**src/rtl/jtvigil_pkg.sv**
```systemverilog
// Shared types for the jtvigil object ROM path.
// Holds the fetch FSM encoding and the SDRAM address helper.
package jtvigil_pkg;

    typedef enum logic [1:0] {
        ST_IDLE = 2'd0,
        ST_REQ  = 2'd1,
        ST_LO   = 2'd2,
        ST_HI   = 2'd3
    } objrom_st_t;

    // 32-bit word index -> 16-bit word address, wrapping at 22 bits
    function automatic logic [21:0] obj_sdram_addr(
        input logic [21:0] base,
        input logic [17:0] waddr
    );
        return base + {3'b000, waddr, 1'b0};
    endfunction

endpackage

```
**src/rtl/jtvigil_objrom_slot.sv**
```systemverilog
// One-entry cached slot between the object engine and the SDRAM controller.
// A miss fetches two 16-bit words (low then high) into a 32-bit line.
module jtvigil_objrom_slot
    import jtvigil_pkg::*;
#(
    parameter logic [21:0] OFFSET = 22'h0
) (
    input  logic        clk,
    input  logic        rst,
    input  logic        rom_cs,
    input  logic [17:0] rom_addr,
    output logic [31:0] rom_data,
    output logic        rom_ok,
    output logic [21:0] sdram_addr,
    output logic        sdram_req,
    input  logic        sdram_ack,
    input  logic        sdram_dst,
    input  logic [15:0] sdram_din
);

    objrom_st_t  st_q, st_d;
    logic [17:0] tag_q, tag_d;
    logic        valid_q, valid_d;
    logic [31:0] data_q, data_d;
    logic        req_q, req_d;
    logic [21:0] addr_q, addr_d;
    logic        hit;

    assign hit        = valid_q && (tag_q == rom_addr);
    assign rom_ok     = rom_cs && hit;
    assign rom_data   = data_q;
    assign sdram_req  = req_q;
    assign sdram_addr = addr_q;

    always_ff @(posedge clk or posedge rst) begin
        if (rst) begin
            st_q    <= ST_IDLE;
            tag_q   <= '0;
            valid_q <= 1'b0;
            data_q  <= '0;
            req_q   <= 1'b0;
            addr_q  <= OFFSET;
        end else begin
            st_q    <= st_d;
            tag_q   <= tag_d;
            valid_q <= valid_d;
            data_q  <= data_d;
            req_q   <= req_d;
            addr_q  <= addr_d;
        end
    end

    always_comb begin
        st_d    = st_q;
        tag_d   = tag_q;
        valid_d = valid_q;
        data_d  = data_q;
        req_d   = req_q;
        addr_d  = addr_q;
        unique case (st_q)
            ST_IDLE: begin
                if (rom_cs && !hit) begin
                    tag_d   = rom_addr;
                    valid_d = 1'b0;
                    addr_d  = obj_sdram_addr(OFFSET, rom_addr);
                    req_d   = 1'b1;
                    st_d    = ST_REQ;
                end
            end
            ST_REQ: begin
                if (sdram_ack) begin
                    req_d = 1'b0;
                    // controller may strobe the first word with the ack
                    if (sdram_dst) begin
                        data_d[15:0] = sdram_din;
                        st_d         = ST_HI;
                    end else begin
                        st_d = ST_LO;
                    end
                end
            end
            ST_LO: begin
                if (sdram_dst) begin
                    data_d[15:0] = sdram_din;
                    st_d         = ST_HI;
                end
            end
            ST_HI: begin
                if (sdram_dst) begin
                    data_d[31:16] = sdram_din;
                    valid_d       = 1'b1;
                    st_d          = ST_IDLE;
                end
            end
            default: st_d = ST_IDLE;
        endcase
    end

endmodule

```
**config.mk**
```make
export PLATFORM = sky130hd
export DESIGN_NAME = jtvigil_objrom_slot
export DESIGN_NICKNAME = d
export VERILOG_FILES = /design/src/rtl/jtvigil_pkg.sv /design/src/rtl/jtvigil_objrom_slot.sv
export SDC_FILE = /design/constraint.sdc
export NUM_CORES = 1
export LEC_CHECK = 0
export CAP_MARGIN = 10
export CORE_MARGIN = 2
export CORE_UTILIZATION = 43
export CTS_CLUSTER_DIAMETER = 100
export DETAILED_ROUTE_END_ITERATION = 8
export PLACE_DENSITY_LB_ADDON = 0.05
export SYNTH_ARGS = -nofsm -noshare
export SYNTH_HDL_FRONTEND = slang
export SYNTH_SLANG_ARGS = --single-unit
```
**constraint.sdc**
```tcl
create_clock -name clk -period 2.05 [get_ports clk]
set_input_delay 0.205 -clock clk [delete_from_list [all_inputs] [get_ports clk]]
set_output_delay 0.205 -clock clk [all_outputs]
set_load 0.02 [all_outputs]
```
==> impl.org <==
** Status
- Result of the run :: finished clean

** Synthesis
- Synthesis Warnings :: 0
- Yosys cell types :: 30
- Fraction of the mapped netlist area in compound gates :: 3.64%
- Cell Area, Synth :: 2440 um^2
- Of the total synthesized cell area, the portion taken by XOR and XNOR cells is 6.46%.
- Register bit total from synthesis :: 54
- Register area share after synthesis :: 55.4%
- By area, the combinational part of the netlist is dominated by multiplexers.
- By area the synthesized netlist is led by sky130_fd_sc_hd__dfrtp_1, sky130_fd_sc_hd__mux2_2, sky130_fd_sc_hd__xnor2_1, sky130_fd_sc_hd__ha_1, sky130_fd_sc_hd__nand4_1.
- The most common cell in the synthesized netlist is sky130_fd_sc_hd__dfrtp_1.
- The biggest area contributor in the post-synthesis netlist is sky130_fd_sc_hd__dfrtp_1.
- Of the total synthesized cell area, the portion taken by AND, OR, NAND and NOR gates is 4.67%.
- Of the total synthesized cell area, the portion taken by full adders, half adders and majority gates is 2.05%.
- In the synthesized netlist the dominant register cell turns out to be sky130_fd_sc_hd__dfrtp_1.
- Synth Instances :: 179
- Fraction of synthesized cell area taken by the top area cell type :: 55.4%
- Post-Synthesis Mean Instance Area :: 13.6 um^2
- In the synthesized netlist the async set-or-reset flop fraction comes to 100%.
- Of the post-synthesis cell area, the part taken by muxes is 24.5%.
- Ranking of synthesized cells by instance count :: sky130_fd_sc_hd__dfrtp_1, sky130_fd_sc_hd__mux2_2, sky130_fd_sc_hd__xnor2_1
- Yosys mapped a number of flops with a built-in enable equal to 0.

** Critical path
- Biggest cell delay along the critical path :: 410 ps
- Endpoint type of the worst setup path :: output port
- Of all nets on the critical path, the largest fanout is 3.
- The worst setup path is launched from a flip-flop.
- The number of buffers and inverters on the critical path is 1.
- Cells traversed along the worst timing path :: xnor2_1 > nand4_1 > nor2_4 > nand2_1 > nor3_1 > clkbuf_2
- Data on the critical path is required at its endpoint by 1850 ps.
- Standard cell with the maximum stage delay on the critical path :: sky130_fd_sc_hd__dfrtp_1
- Kind of cell adding the most delay to the critical path :: simple AND/OR/NAND/NOR gates
- Data arrives at the worst endpoint at 1680 ps.
- The worst setup path is of the reg2out kind.

** Clocking
- Counting along the longest clock path gives a buffer depth of 2.
- In this run the post-CTS setup repair buffer count came out at 0.
- TritonCTS built the clock tree.
- CTS saw 54 sinks.
- Number of buffers inserted during clock tree synthesis :: 5
- CTS root buffer :: sky130_fd_sc_hd__clkbuf_8
- At the later pin of the worst-skew pair, clock insertion delay measures 300 ps.
- CTS H-tree depth :: 2
- Clock Pin Slew Worst Setup and Hold Paths :: 100 ps

** Power
- Total power per unit cell area :: 1640 nW/um^2
- For this design the total switching power over the nets is 0.00217 W.
- Leakage :: 1.51 nW
- Maximum vdd ir drop :: 798 uV
- The internal power of the cells totals 0.00383 W.
- Switching power as a share of total power :: 36.2%
- Per report_power, the clock group accounts for 11.7% of the total.
- Share of power burned in combinational logic :: 55.3%
- Overall power consumption after layout is estimated at 0.00600 W.
- Power share of the sequential group :: 33.0%

** Global routing
- Vias in the first global route :: 1831
- The initial antenna violation count was 0.
- Across every metal layer, demand over resource in global routing totals 17.2%.
- The first global-routing pass estimated 8.51 mm of wire.
- Entering global routing, the biggest net connects 22 pins.
- Total global routing overflow :: 0

** Floorplan
- Total Die Area :: 6290 um^2
- The floorplan has 27 rows.
- I/O pin cnt :: 95
- The die is 79.3 um tall.
- Floorplan die width :: 79.3 um
- The region available for standard cell placement spans 5510 um^2.
- For this configuration, the core starts out at a cell density of 44.3%.

** Timing
- Final worst clock skew :: 3.68 ps
- In this run the tightest slew margin relative to its limit is 66.8%.
- Timing would allow up to 530 MHz.
- Final worst path period share :: 92.1%
- Final Setup Violations :: 0
- The hold violation count in the final report was 0.
- At the pin with the least slew margin, the transition time is 498 ps.
- The max-slew violation count was 0.
- RSZ-0062 raised after global routing :: yes
- The clock period could shrink to 1890 ps.

** Final layout
- The finished layout holds 357 standard cells, fillers aside.
- Compared with the post-synthesis result, the final layout area differs by 49.8%.
- The number of antenna diodes in the final layout is 0.
- Cells with a size suffix above 1 make up 27.0% of the layout.
- Cells fill 66.3% of the core in the end.
- Post-layout net count :: 327

** Detailed routing
- Wire length per cell :: 14.1 um
- In the routed design, unresolved DRC markers number 0.
- Router iterations before antenna repair :: 4
- First-iteration detailed-routing DRC count :: 46
- Routed WL :: 5.04 mm
- Post-route antenna net violation count :: 0
- Using the TritonRoute via totals, the vias-per-cell ratio works out to 4.86.
- Routed vias :: 1734

** Placed design
- Buffers placed on the I/O ports in this run total 90.
- Routability congestion estimate from global placement :: 0.753
- Total half-perimeter wirelength after legalization and detailed placement :: 3.90 mm
- Placed Cells :: 349

** Worst hold path
- Hold Crit Class :: in2async

** Flow run
- # Max-Cap Violations :: 0
metal layers:
| layer | wire (um) | part of all wire (%) | track usage [%] | vias up |
|---|---|---|---|---|
| li1 | - | - | - | 824 |
| met1 | 2240 | 44 | 21.9 | 852 |
| met2 | 2520 | 50 | 29.7 | 56 |
| met3 | 272 | 5.4 | 4.43 | 2 |
| met4 | 12 | 0.24 | 3.28 | 0 |
| met5 | 0 | 0 | 0 | - |
flip-flops by register name (all words and copies together), names as in the netlist:
register	cells
rom_data	32
sdram_req	1
st_q	2
tag_q	18
valid_q	1
layout make-up:
class / instances / area, um^2
clock buffers: 6 / 72.6
clock inverters: 2 / 37.5
well taps: 72 / 90.1
flip-flops and latches: 54 / 1350
fillers: 431 / 1850
inverters: 7 / 26.3
multi-input cells: 114 / 1050
repair buffers: 102 / 1020
placed cells by master (no fill, tap or decap), drive strengths merged:
cell type	netlist	final
dfrtp	54	54
nor2	8	8
nor3	2	2
nand4	6	6
ha	4	4
conb	1	4
xnor2	18	18
o31a	1	1
clkbuf	1	7
mux2	50	50
and2	1	1
o32a	1	1
a41oi	1	1
a21oi	3	3
bufinv	0	1
o21ai	1	1
clkinvlp	0	1
a21o	1	1
inv	7	7
a2111oi	1	1
clkdlybuf4s50	0	89
mux2i	3	3
o21a	1	1
o22ai	1	1
nand3	1	1
nand2	5	5
buf	6	12
o31ai	1	1
timing repair:
item                                    4_1_cts  5_1_grt
cloned                                        0        0
gates resized for setup                       2        7
hold buffers                                  0        0
endpoints found under the setup margin        1       15
path summary, 6_finish.rpt:
path	startpoint	endpoint	slack (ps)	cells after the start
min in group clk	rom_data[14]	rom_data[14]	520	1
min	rst	rom_data[18]	190	2
min reg2reg	rom_data[14]	rom_data[14]	520	1
max	tag_q[15]	rom_ok	160	6
max in group asynchronous	rst	rom_data[22]	1290	3
max reg2reg	st_q[1]	tag_q[0]	280	5
power groups by stage:
stage          Sequential [W]  Clock (W)  Combinational [W]
2_1_floorplan         0.00261          0            0.00120
3_3_place_gp          0.00198          0            0.00328
3_5_place_dp          0.00200          0            0.00333
4_1_cts               0.00199   0.000725            0.00334
5_1_grt               0.00206   0.000777            0.00357
6_report              0.00198   0.000702            0.00332
worst reg2reg max path: cells and delay by family (launching register included):
family	cells	cell delay, ps
adder cells (fa/ha/maj)	1	190
buffers and inverters	1	120
flip-flops	1	430
multiplexers	1	400
AND/OR/NAND/NOR	1	110
AO/OA/AOI/OAI	1	420
per-stage QoR:
stage | setup slack, ps | TNS (ps) | instance area, um^2 | hold WS [ps]
detailed placement | -269 | -2970 | 3520 | 497
floorplan | 304 | 0 | 2450 | 353
global placement | -218 | -2650 | 3520 | 488
finish | 162 | 0 | 3650 | 194
CTS | 10.1 | 0 | 3630 | 197
global route | -28.2 | -28.2 | 3650 | 223
logic make-up (layout without fill, tap and decap cells):
family                     count (synthesis)  in the layout
DFF                                       54             54
muxes                                     53             53
and+or+nand+nor                           23             23
xor gates and xnor gates                  18             18
buffers and inverters                     14            117
AOI/OAI and AO/OA                         12             12
adders and majority gates                  4              4
other                                      1              4
Note: power is estimated with default switching activity, not from simulation.
==> RTL edit: new RTL, config.mk and constraints unchanged <==
Encoding of `objrom_st_t`: now one-hot (4 bits for 4 values).
--- a/src/rtl/jtvigil_pkg.sv
+++ b/src/rtl/jtvigil_pkg.sv
@@ -2,11 +2,11 @@
 // Holds the fetch FSM encoding and the SDRAM address helper.
 package jtvigil_pkg;
 
-    typedef enum logic [1:0] {
-        ST_IDLE = 2'd0,
-        ST_REQ  = 2'd1,
-        ST_LO   = 2'd2,
-        ST_HI   = 2'd3
+    typedef enum logic [3:0] {
+        ST_IDLE = 4'b0001,
+        ST_REQ  = 4'b0010,
+        ST_LO   = 4'b0100,
+        ST_HI   = 4'b1000
     } objrom_st_t;
 
     // 32-bit word index -> 16-bit word address, wrapping at 22 bits
Behaviour: same outputs for any inputs over 4 cycles, from zero or initial values and one cycle with rst high; so few cycles prove little.
==> RTL edit against the original RTL <==
- synthesized cell count is 2.2% lower
- routed wire length is 0.46% higher
- power is 13% lower
- setup slack worse by 13 ps
- critical endpoint unchanged
- final area is 1.2% higher
- synthesized area is 4.3% higher
- critical path type unchanged
- combinational power is 18% lower
- sequential cell count is 2 higher
==> RTL edit: results (changes against the original RTL) <==
Critical Path Sink=rom_ok; clock power share=11.4% (-0.3 points); dpl cell area=3610 sq um (+2.7%); mux contribution to synthesized area=24.5% (about the same); average wire per standard cell=14.2 microns (+0.46%); Placer Congestion=0.739 (-1.8%); first-pass GRT wire length=8180 microns (-3.8%); xor/xnor share of the synthesized area=6.20% (-0.27 points); Worst Setup SP=tag_q[7]; vias in the first global route=1677 (-8.4%); Hold Worst Slack=150 ps (-44.2 ps); antenna violations before repair=0 (unchanged); critical path's top delay family=simple AND/OR/NAND/NOR gates; Ys Warns=0 (unchanged); Synth cell types=30 (unchanged); dpl ws=-245 ps (+24.5 ps); hpwl dp=3790 microns (-2.7%); All-Layer GR Usage=16.3% (-0.89 points); Adder-Cell Fraction of Synth Area=0% (-2.1 points); Lkg Pwr=1.55 nW (+2.8%); starting DRC count in detailed routing=38 (-17%); fin crit share=92.7% (+0.63 points); Reg-to-Reg Start=tag_q[15]; Seq group=1.93 mW (-3%); run status=finished clean; worst-skew pair later-pin latency=310 ps; Post-Route Skew=13.9 ps (+10.2 ps); R2R setup slack=190 ps (-90 ps); Max IR drop VDD=686 uV (-14%); Largest register FFs=32 (unchanged); R2R cell count=7 (+2); largest net degree at the start of global routing=28 (+27%); NetSw=1.85 mW (-15%); Crit-path slowest cell=dfrtp_1; Num CTS Buffers=5 (unchanged); Post-synth top cells=dfrtp_1, mux2_2, xnor2_1; r2r endpoint=tag_q[11]; buffers added on ports=90 (unchanged); final net count=320 (-2.1%); vias per cell=4.81 (-0.98%); crit path DAT=1700 ps (+20 ps); sw frac=35.3% (-0.90 points); Compound-Gate Fraction of Synth Area=3.10% (-0.54 points); synthesized area per cell=14.5 sq um (+6.7%); share of layout cells above drive strength 1=28.7% (+1.7 points); prevailing post-synth register cell=dfrtp_1; sequential element share of the synthesized area=55.1% (-0.27 points); clock root cell=clkbuf_8; Area contributors post-synth=dfrtp_1, mux2_2, mux2_4
==> RTL edit: cell count changes after synthesis, sizes merged, moves of 2 or more <==
cell | before | now
buf | 6 | 8
ha | 4 | 0
inv | 7 | 3
mux2i | 3 | 0
nand2 | 5 | 3
nand2b | 0 | 2
nand3b | 0 | 2
nand4 | 6 | 4
o21ai | 1 | 5
o21bai | 0 | 2
==> RTL edit: routing by layer <==
metal,wire length (microns),global-route usage (%)
met1,2350,22.2
met5,0,0
met3,334,5.33
met4,42,4.58
met2,2340,25.0
==> RTL edit: cell type report <==
type / count / area (sq um)
clock buffer: 5 / 68.8
clock inverter: 3 / 22.5
fill: 488 / 2120
inverter: 3 / 11.3
multi-input combinational: 111 / 1060
sequential: 56 / 1400
tap: 75 / 93.8
timing repair buffer: 104 / 1040
==> RTL edit: repair_timing <==
item	4_1_cts	5_1_grt
hold buffers	0	0
hold endpoints to repair	0	0
setup buffers	0	0
resized for setup	4	1
endpoints found under the setup margin	1	1
